[config.mk]
export PLATFORM = sky130hd
export DESIGN_NAME = eth_10g_pcs_tx_flat
export DESIGN_NICKNAME = d
export VERILOG_FILES = /design/src/rtl/eth_10g_pcs_tx_if.sv /design/src/rtl/eth_10g_pcs_tx.sv /design/src/flat_wrapper.sv
export SDC_FILE = /design/constraint.sdc
export NUM_CORES = 1
export LEC_CHECK = 0
export ABC_AREA = 1
export BUFFER_PORTS_ARGS = -buffer_cell sky130_fd_sc_hd__buf_4
export CAP_MARGIN = 20
export CORE_ASPECT_RATIO = 1.4
export CORE_UTILIZATION = 45
export DETAILED_ROUTE_END_ITERATION = 10
export PLACE_DENSITY = 0.72
export SKIP_LAST_GASP = 1
export SLEW_MARGIN = 25
export SYNTH_ARGS = -nofsm -noshare
export SYNTH_HDL_FRONTEND = slang
export SYNTH_SLANG_ARGS = --single-unit
[constraint.sdc]
create_clock -name i_clk -period 2 [get_ports i_clk]
set_clock_uncertainty 0.1 [all_clocks]
set_input_delay 0.2 -clock i_clk [delete_from_list [all_inputs] [get_ports i_clk]]
set_output_delay 0.2 -clock i_clk [all_outputs]
set_load 0.1 [all_outputs]
[src/rtl/eth_10g_pcs_tx_if.sv]
// Upstream block stream into the 10G PCS transmitter: a 66-bit block
// (64-bit payload plus 2-bit sync header) with a valid/ready handshake.
interface eth_10g_pcs_tx_if;
  logic        i_s_axis_tvalid;
  logic        o_s_axis_tready;
  logic [63:0] i_s_axis_tdata;
  logic [1:0]  i_s_axis_tuser;

  modport master (
    output i_s_axis_tvalid,
    output i_s_axis_tdata,
    output i_s_axis_tuser,
    input  o_s_axis_tready
  );

  modport slave (
    input  i_s_axis_tvalid,
    input  i_s_axis_tdata,
    input  i_s_axis_tuser,
    output o_s_axis_tready
  );
endinterface

[src/rtl/eth_10g_pcs_tx.sv]
// 64b/66b PCS transmitter: scrambles 64-bit payloads with x^58+x^39+1 and
// feeds the GTX external gearbox as two 32-bit words per block, following a
// 33-cycle TXSEQUENCE period (16 blocks, one pause cycle at sequence 32).
module eth_10g_pcs_tx (
  input  logic                     i_clk,
  input  logic                     i_rst,
  eth_10g_pcs_tx_if.slave          s_axis,
  output logic [31:0]              o_txdata,
  output logic [1:0]               o_txheader,
  output logic [6:0]               o_txsequence,
  output logic                     o_idle_inserted,
  output logic                     o_bad_header
);

  localparam logic [63:0] IDLE_DATA = 64'h0000_0000_0000_001E;
  localparam logic [1:0]  IDLE_HDR  = 2'b10;
  localparam logic [6:0]  SEQ_LAST  = 7'd32;

  logic [6:0]   seq_q, seq_d;
  logic [57:0]  scr_q, scr_d;
  logic [31:0]  hi_q, hi_d;
  logic [31:0]  txdata_q, txdata_d;
  logic [1:0]   txheader_q, txheader_d;
  logic         idle_q, idle_d;
  logic         bad_q, bad_d;

  logic         slot;
  logic [63:0]  blk_data;
  logic [1:0]   blk_hdr;
  logic [63:0]  blk_scr;
  logic [121:0] ext;

  // A block is loaded when the next sequence value is an even slot below 32,
  // i.e. in the pause cycle or in odd cycles other than 31.
  assign slot = (seq_q == SEQ_LAST) || (seq_q[0] && (seq_q != 7'd31));
  assign s_axis.o_s_axis_tready = !i_rst && slot;

  // Pick the input block, or an idle control block when upstream has nothing.
  always_comb begin
    blk_data = IDLE_DATA;
    blk_hdr  = IDLE_HDR;
    if (s_axis.i_s_axis_tvalid) begin
      blk_data = s_axis.i_s_axis_tdata;
      blk_hdr  = s_axis.i_s_axis_tuser;
    end
  end

  // Self-synchronous scrambler: ext[57:0] is the previous 58 scrambled bits
  // (oldest at index 0), ext[121:58] receives this block, LSB first.
  always_comb begin
    ext = {64'd0, scr_q};
    for (int i = 0; i < 64; i++) begin
      ext[i+58] = blk_data[i] ^ ext[i+19] ^ ext[i];
    end
    blk_scr = ext[121:58];
  end

  // Sequence, scrambler state and gearbox word selection.
  always_comb begin
    seq_d      = (seq_q == SEQ_LAST) ? 7'd0 : seq_q + 7'd1;
    scr_d      = scr_q;
    hi_d       = hi_q;
    txdata_d   = txdata_q;
    txheader_d = txheader_q;
    idle_d     = 1'b0;
    bad_d      = 1'b0;
    if (slot) begin
      scr_d      = blk_scr[63:6];
      hi_d       = blk_scr[63:32];
      txdata_d   = blk_scr[31:0];
      txheader_d = blk_hdr;
      idle_d     = !s_axis.i_s_axis_tvalid;
      bad_d      = s_axis.i_s_axis_tvalid &&
                   ((s_axis.i_s_axis_tuser == 2'b00) || (s_axis.i_s_axis_tuser == 2'b11));
    end else if (!seq_q[0] && (seq_q != SEQ_LAST)) begin
      // Low word is on the wire now; the upper half follows next cycle.
      txdata_d = hi_q;
    end
  end

  // State registers; reset drops any half-sent block.
  always_ff @(posedge i_clk) begin
    if (i_rst) begin
      seq_q      <= SEQ_LAST;
      scr_q      <= '1;
      hi_q       <= '0;
      txdata_q   <= '0;
      txheader_q <= 2'b00;
      idle_q     <= 1'b0;
      bad_q      <= 1'b0;
    end else begin
      seq_q      <= seq_d;
      scr_q      <= scr_d;
      hi_q       <= hi_d;
      txdata_q   <= txdata_d;
      txheader_q <= txheader_d;
      idle_q     <= idle_d;
      bad_q      <= bad_d;
    end
  end

  assign o_txdata        = txdata_q;
  assign o_txheader      = txheader_q;
  assign o_txsequence    = seq_q;
  assign o_idle_inserted = idle_q;
  assign o_bad_header    = bad_q;

endmodule

[src/flat_wrapper.sv]
// flat-port wrapper written by rule: the top's interface ports become plain ports
module eth_10g_pcs_tx_flat 
  (i_clk, i_rst, o_txdata, o_txheader, o_txsequence, o_idle_inserted, o_bad_header, s_axis_i_s_axis_tvalid, s_axis_i_s_axis_tdata, s_axis_i_s_axis_tuser, s_axis_o_s_axis_tready);
  eth_10g_pcs_tx_if s_axis_i ();
  input  logic i_clk;
  input  logic i_rst;
  output logic [31:0] o_txdata;
  output logic [1:0] o_txheader;
  output logic [6:0] o_txsequence;
  output logic o_idle_inserted;
  output logic o_bad_header;
  input wire logic [$bits(s_axis_i.i_s_axis_tvalid)-1:0] s_axis_i_s_axis_tvalid;
  input wire logic [$bits(s_axis_i.i_s_axis_tdata)-1:0] s_axis_i_s_axis_tdata;
  input wire logic [$bits(s_axis_i.i_s_axis_tuser)-1:0] s_axis_i_s_axis_tuser;
  output wire logic [$bits(s_axis_i.o_s_axis_tready)-1:0] s_axis_o_s_axis_tready;
  assign s_axis_i.i_s_axis_tvalid = s_axis_i_s_axis_tvalid;
  assign s_axis_i.i_s_axis_tdata = s_axis_i_s_axis_tdata;
  assign s_axis_i.i_s_axis_tuser = s_axis_i_s_axis_tuser;
  assign s_axis_o_s_axis_tready = s_axis_i.o_s_axis_tready;
  eth_10g_pcs_tx u_core (.i_clk(i_clk), .i_rst(i_rst), .s_axis(s_axis_i), .o_txdata(o_txdata), .o_txheader(o_txheader), .o_txsequence(o_txsequence), .o_idle_inserted(o_idle_inserted), .o_bad_header(o_bad_header));
endmodule
==> metrics.yaml, run 1 <==
placed_design:
  dp_hpwl_mm: 14.4
  portBuffers: 112
  routabilityCongestion: 0.855
  pre_cts_ws_ns: 0.146
synthesis:
  postSynthCellCount: 1002
  synth.largest_area_cell: "dfxtp_1"
  synth.area.top_cells: "dfxtp_1 39%, nand2_1 18%, nand3_1 7.5%, xor2_1 6.6%, inv_1 5.3%"
  ys_seq_area_frac: 0.391
  synth_seq_cells: 133
  yosys_warnings: 0
  synth.avg_cell_area_um2: 6.79
  synth_top_area_frac: 0.391
  syn-cell-area_um2: 6810
  synth_fp_nets: 1073
  synth_cell_types: 29
power:
  comb_power_share: 0.551
  p_sw_frac: 0.491
  peakVddDrop_mv: 0.846
  seq_power_share: 0.268
  p_sw_uw: 8530
  p_per_area_nw_per_um2: 1970
  finalPower_uw: 17400
  p_clk_frac: 0.181
  power_leakage_uw: 0.00449
  internal_power_uw: 8830
die:
  rows: 52
  io_pins: 113
  dieWidth_um: 106
  die-height_um: 148
  die_area_um2: 15600
  initial_core_util: 0.465
  core_um2: 14600
global_routing:
  overflow: 0
  grt_use_total: 0.259
  grt_pass1_vias: 6202
  grt_max_degree: 69
  grt_pass1_wl_mm: 30.8
  grt_antenna_before_repair: 0
worst_setup_path:
  rr_worst_depth: 9
  rr_startpoint: "u_core.o_txsequence[0]"
  worst_setup_path_end_kind: "primary output"
  cp_data_required_time_ns: 1.70
  start_kind: "flip-flop"
  crit_fanout: 2
  rrSetupSlack_ns: 0.05
  crit_start: "u_core.o_txsequence[0]"
  arrival_ns: 1.73
  r2r-end: "u_core.o_txdata[13]"
  crit_type: "flip-flop to primary output"
route:
  avgViaCountPerCell: 5.14
  drtPass1Iterations: 5
  detail-route-antenna-nets: 0
  routed_wl_mm: 20.3
  drtIter0Drc: 450
  via_count: 6760
  post_drt_wl_per_cell_um: 15.4
  drc: 0
timing:
  finalHoldViolCount: 0
  rsz0062_at_grt: "yes"
  setup_viol: 1
  setup_slack_ns: -0.0257
  finalCriticalPeriod_ns: 2.03
  worst_slew_pin_slew_ns: 0.607
  period_share: 1.01
  maxSlewHeadroom: 0.595
  drv_slew: 0
  hold_ws_ns: 0.00689
  fmax_ghz: 0.494
clocking:
  root_buffer: "clkbuf_16"
  htree_num_levels: 4
  clock_latency_ns: 0.42
  cts_tree: "done"
  cts_buffers: 17
  clk_path_buf_depth: 2
  clock_sinks: 133
  clkSlewWorstSetupHoldPaths_ns: 0.06
flow_run:
  maxCapViolCount: 0
worst_hold_path:
  hold_depth: 3
  holdPathEnd: "u_core.o_txheader[1]"
  hold_path_class: "input port to flip-flop"
  hold_path.startpoint: "s_axis_i_s_axis_tuser[1]"
cells_and_area:
  multi_input_area_um2: 3600
  ff_latch_area_um2: 2680
  fin_util: 0.601
  area.growth.synth_to_final_pct: 29.2
  layout-drive-gt1-share: 0.177
  final.fill_count: 1369
  diodes: 0
  nets: 1185
status:
  violations: "negative setup slack"
  status: "complete, but fails checks"
routing by layer:
layer	up-vias	GRT usage	routed length, µm
met5	-	0	0
met4	0	0.156	969
met3	54	0.0397	851
met2	194	0.482	10900
met1	3089	0.271	7630
li1	3423	-	-
power by group through the flow:
| stage | sequential (µW) | combinational (µW) | clock [µW] |
|---|---|---|---|
| after floorplan | 6560 | 4810 | 0 |
| after global placement | 4670 | 8880 | 0 |
| after detailed placement | 4690 | 9000 | 0 |
| after CTS | 4640 | 9320 | 3160 |
| after global routing | 4760 | 10300 | 3290 |
| final | 4650 | 9570 | 3150 |
state kept, by name (all words and copies together) (netlist names):
name and cells:
u_core.hi_q 32, u_core.scr_q 58, u_core.o_txsequence 7, u_core.o_idle_inserted 1, u_core.o_bad_header 1, u_core.o_txheader 2
u_core.o_txdata 32
through the flow:
| stage | cell area, µm² | TNS, ns | cells |
|---|---|---|---|
| final | 8790 | -0.0257 | 1315 |
| after global placement | 7930 | 0 | 1267 |
| after global routing | 8790 | -0.338 | 1315 |
| after CTS | 8680 | -0.119 | 1311 |
| after detailed placement | 7930 | 0 | 1267 |
| after floorplan | 6900 | -0.128 | 1002 |
cells by family (layout without fill, tap and decap cells):
logic type | count (synthesis) | count (layout) | share of synthesized area
buffers and inverters | 151 | 275 | 0.0906
AOI/OAI and AO/OA | 83 | 83 | 0.0737
xor gates and xnor gates | 67 | 67 | 0.0862
DFF | 133 | 133 | 0.391
adders and majority gates | 2 | 2 | 0.00368
and+or+nand+nor | 566 | 566 | 0.355
timing repair:
item | in CTS | in global routing
endpoints found under the setup margin | 1 | 47
pin swaps | 4 | 3
gates resized for setup | 6 | 14
endpoints found under the hold margin | 1 | 0
setup buffers | 11 | 2
gates cloned | 1 | 2
hold buffers | 1 | 0
worst max-delay path by stage:
stage	to	cells after the start
after global routing	s_axis_o_s_axis_tready	9
final	s_axis_o_s_axis_tready	9
after floorplan	s_axis_o_s_axis_tready	8
after global placement	u_core.o_txdata[13]	8
after detailed placement	u_core.o_txdata[13]	8
after CTS	s_axis_o_s_axis_tready	8
layout make-up:
type	instances	area share
Multi-Input combinational cell	718	0.410
Sequential cell	133	0.305
Timing Repair Buffer	145	0.146
Clock buffer	22	0.0528
Inverter	99	0.0447
Tap cell	189	0.0269
Clock inverter	9	0.0145
critical path: stages, from the launching register on:
cell	delay, ns
dfxtp_4	0.37
buf_12	0.11
clkinv_8	0.04
ha_4	0.15
nand4_4	0.10
nand2_4	0.08
buf_12	0.15
nand2_8	0.05
clkinvlp_4	0.09
buf_12	0.17
cells in the final DEF (no fill, tap or decap), types with 7 or more instances in the layout:
cell,n
o21ai_0,7
nand2_1,328
xor2_1,51
nand3_1,101
o211ai_1,30
nand4_1,30
dfxtp_1,126
a21oi_1,42
buf_12,10
nor2_1,75
buf_4,128
clkbuf_16,19
nand2b_1,12
inv_1,94
xnor2_1,16
synth_stat cells:
library cell    n
nand2_1       332
dfxtp_1       133
nand3_1       102
inv_1          96
nor2_1         75
xor2_1         51
a21oi_1        42
nand4_1        30
o211ai_1       30
buf_2          22
clkbuf_1       22
xnor2_1        16
nand2b_1       12
o21ai_0         7
nand3b_1        6
buf_1           4
inv_2           3
o21ai_1         3
buf_4           2
buf_6           2
ha_1            2
nor3_1          2
or2_2           2
nand2_2         1
nand3_2         1
nand4_2         1
nor2_2          1
nor3_2          1
o21ai_4         1
No activity file was read; power rests on OpenSTA's default activity.
==> inputs of run 2 (changes only) <==
--- a/config.mk
+++ b/config.mk
@@ -7,11 +7,12 @@
 export LEC_CHECK = 0
 export ABC_AREA = 1
 export BUFFER_PORTS_ARGS = -buffer_cell sky130_fd_sc_hd__buf_4
-export CAP_MARGIN = 20
+export CAP_MARGIN = 15
 export CORE_ASPECT_RATIO = 1.4
 export CORE_UTILIZATION = 45
 export DETAILED_ROUTE_END_ITERATION = 10
 export PLACE_DENSITY = 0.72
+export SKIP_CTS_REPAIR_TIMING = 1
 export SKIP_LAST_GASP = 1
 export SLEW_MARGIN = 25
 export SYNTH_ARGS = -nofsm -noshare
==> run 2 against run 1 <==
The flow still finishes with violations (negative setup slack). Final area fell by 1.3%. Sequential power about the same. Flip-flop and latch count did not move. Clock-buffer cell count did not move. Setup slack lost 0.12 ns. Wire length is 2.8% lower. Combinational power is 2.9% lower. First-iteration DRC count is 19% lower. Critical path depth fell by 1. Register-to-register slack gained 0.02 ns. Die area unchanged. Critical path type unchanged. Highest routed layer unchanged.
==> metrics.yaml, run 2 (synthesis results as in run 1) <==
clocking:
  htree_num_levels: 4  # unchanged
  root_buffer: "clkbuf_16"
  clkSlewWorstSetupHoldPaths_ns: 0.06  # about the same
  cts_tree: "done"
  clk_path_buf_depth: 2  # unchanged
  clock_sinks: 133  # unchanged
  clock_latency_ns: 0.42  # about the same
  cts_buffers: 17  # unchanged
die:
  dieWidth_um: 106  # unchanged
  die_area_um2: 15600  # unchanged
  die-height_um: 148  # unchanged
  io_pins: 113  # unchanged
  initial_core_util: 0.465  # unchanged
  rows: 52  # unchanged
  core_um2: 14600  # unchanged
power:
  power_leakage_uw: 0.00444  # -1.1%
  peakVddDrop_mv: 0.839  # -0.79%
  finalPower_uw: 17100  # -1.7%
  p_per_area_nw_per_um2: 1970  # -0.35%
timing:
  rsz0062_at_grt: "yes"
  setup_slack_ns: -0.141  # -0.115 ns
  finalCriticalPeriod_ns: 2.14  # +0.115 ns
  finalHoldViolCount: 0  # unchanged
  period_share: 1.07  # +0.0577
  fmax_ghz: 0.467  # -5.4%
  setup_viol: 1  # unchanged
  worst_slew_pin_slew_ns: 0.615  # +0.00785 ns
  maxSlewHeadroom: 0.590  # -0.00523
  hold_ws_ns: 0.00590  # -0.000985 ns
  drv_slew: 0  # unchanged
worst_hold_path:
  hold_path_class: "input port to flip-flop"
route:
  drtPass1Iterations: 6  # +1
  drtIter0Drc: 363  # -19%
  post_drt_wl_per_cell_um: 15.0  # -2.6%
  drc: 0  # unchanged
  routed_wl_mm: 19.7  # -2.8%
  avgViaCountPerCell: 5.08  # -1.2%
  via_count: 6661  # -1.5%
  detail-route-antenna-nets: 0  # unchanged
cells_and_area:
  area.growth.synth_to_final_pct: 27.5
  mostFrequentLayoutCell: "nand2_1"
  design_area_um2: 8680  # -1.3%
  final_cell_mix: "331 x nand2_1, 131 x buf_4, 126 x dfxtp_1"
  top_register: "u_core.scr_q"
  multi_input_area_um2: 3590  # -0.35%
  final.fill_count: 1388  # +1.4%
  fin_util: 0.593  # -0.00795
  layout-drive-gt1-share: 0.171  # -0.00576
  largest_reg_flops: 58  # unchanged
  diodes: 0  # unchanged
  final_cells: 1312  # -0.23%
  nets: 1182  # -0.25%
  ff_latch_area_um2: 2680  # unchanged
global_routing:
  grt_use_total: 0.253  # -0.00580
  grt_pass1_vias: 6083  # -1.9%
  grt_pass1_wl_mm: 30.1  # -2.2%
  overflow: 0  # unchanged
  grt_antenna_before_repair: 0  # unchanged
  grt_max_degree: 69  # unchanged
placed_design:
  dp_hpwl_mm: 14.4  # unchanged
  dpl-instance-area_um2: 7930  # unchanged
  portBuffers: 112  # unchanged
  routabilityCongestion: 0.855  # unchanged
  place_inst: 1267  # unchanged
worst_setup_path:
  cp_data_required_time_ns: 1.70  # about the same
  crit_type: "flip-flop to primary output"
  arrival_ns: 1.84  # +0.11 ns
  worst_setup_path_end_kind: "primary output"
  crit_fanout: 8  # +6
  start_kind: "flip-flop"
status:
  violations: "negative setup slack"
  status: "complete, but fails checks"
flow_run:
  maxCapViolCount: 0  # unchanged
[run 2: changes by cell type in the layout (fill, tap and decap cells not counted), sizes merged]
cell,change
buf,-1
bufbuf,-1
clkbuf,-1
clkinv,-1
inv,+1
[run 2: final cells by class]
cell class,instances,share of cell area
inverter,99,0.0435
tap,189,0.0272
timing repair buffer,142,0.138
clock inverter,9,0.0147
clock buffer,22,0.0535
sequential,133,0.309
multi-input combinational,718,0.414
[run 2: metrics by stage]
| step | setup TNS (ns) | setup WS (ns) |
|---|---|---|
| floorplan | -0.128 | -0.128 |
| global placement | 0 | 0.146 |
| detailed placement | 0 | 0.146 |
| CTS | -0.258 | -0.258 |
| global route | -0.464 | -0.186 |
| finish | -0.141 | -0.141 |
[run 2: routing by layer]
layer	up-vias	track usage	routed length (µm)
met5	-	0	0
met4	0	0.144	932
met3	51	0.0366	719
met2	187	0.473	10600
met1	3008	0.269	7510
li1	3415	-	-
[run 2: where the power goes]
part | switching (µW) | total, µW | internal, µW
combinational | 6460 | 9290 | 2820
sequential | 804 | 4640 | 3840
clock | 1130 | 3140 | 2010
[run 2: final timing paths]
kind                                  to  slack, ns                      from  depth (start not counted)
setup / recovery  s_axis_o_s_axis_tready      -0.14    u_core.o_txsequence[0]                          8
hold / removal      u_core.o_txheader[1]      0.006  s_axis_i_s_axis_tuser[1]                          3
setup reg to reg     u_core.o_txdata[13]       0.07    u_core.o_txsequence[0]                          9
hold reg to reg          u_core.hi_q[29]       0.37           u_core.hi_q[29]                          2
[run 2: critical path: stages, from the launching register on]
cell and delay [ns]:
dfxtp_4 0.38, ha_4 0.16, nand3_4 0.09, o21ai_4 0.19
nand2_4 0.11, buf_12 0.16, nand2_8 0.06, clkinvlp_4 0.09
buf_12 0.17
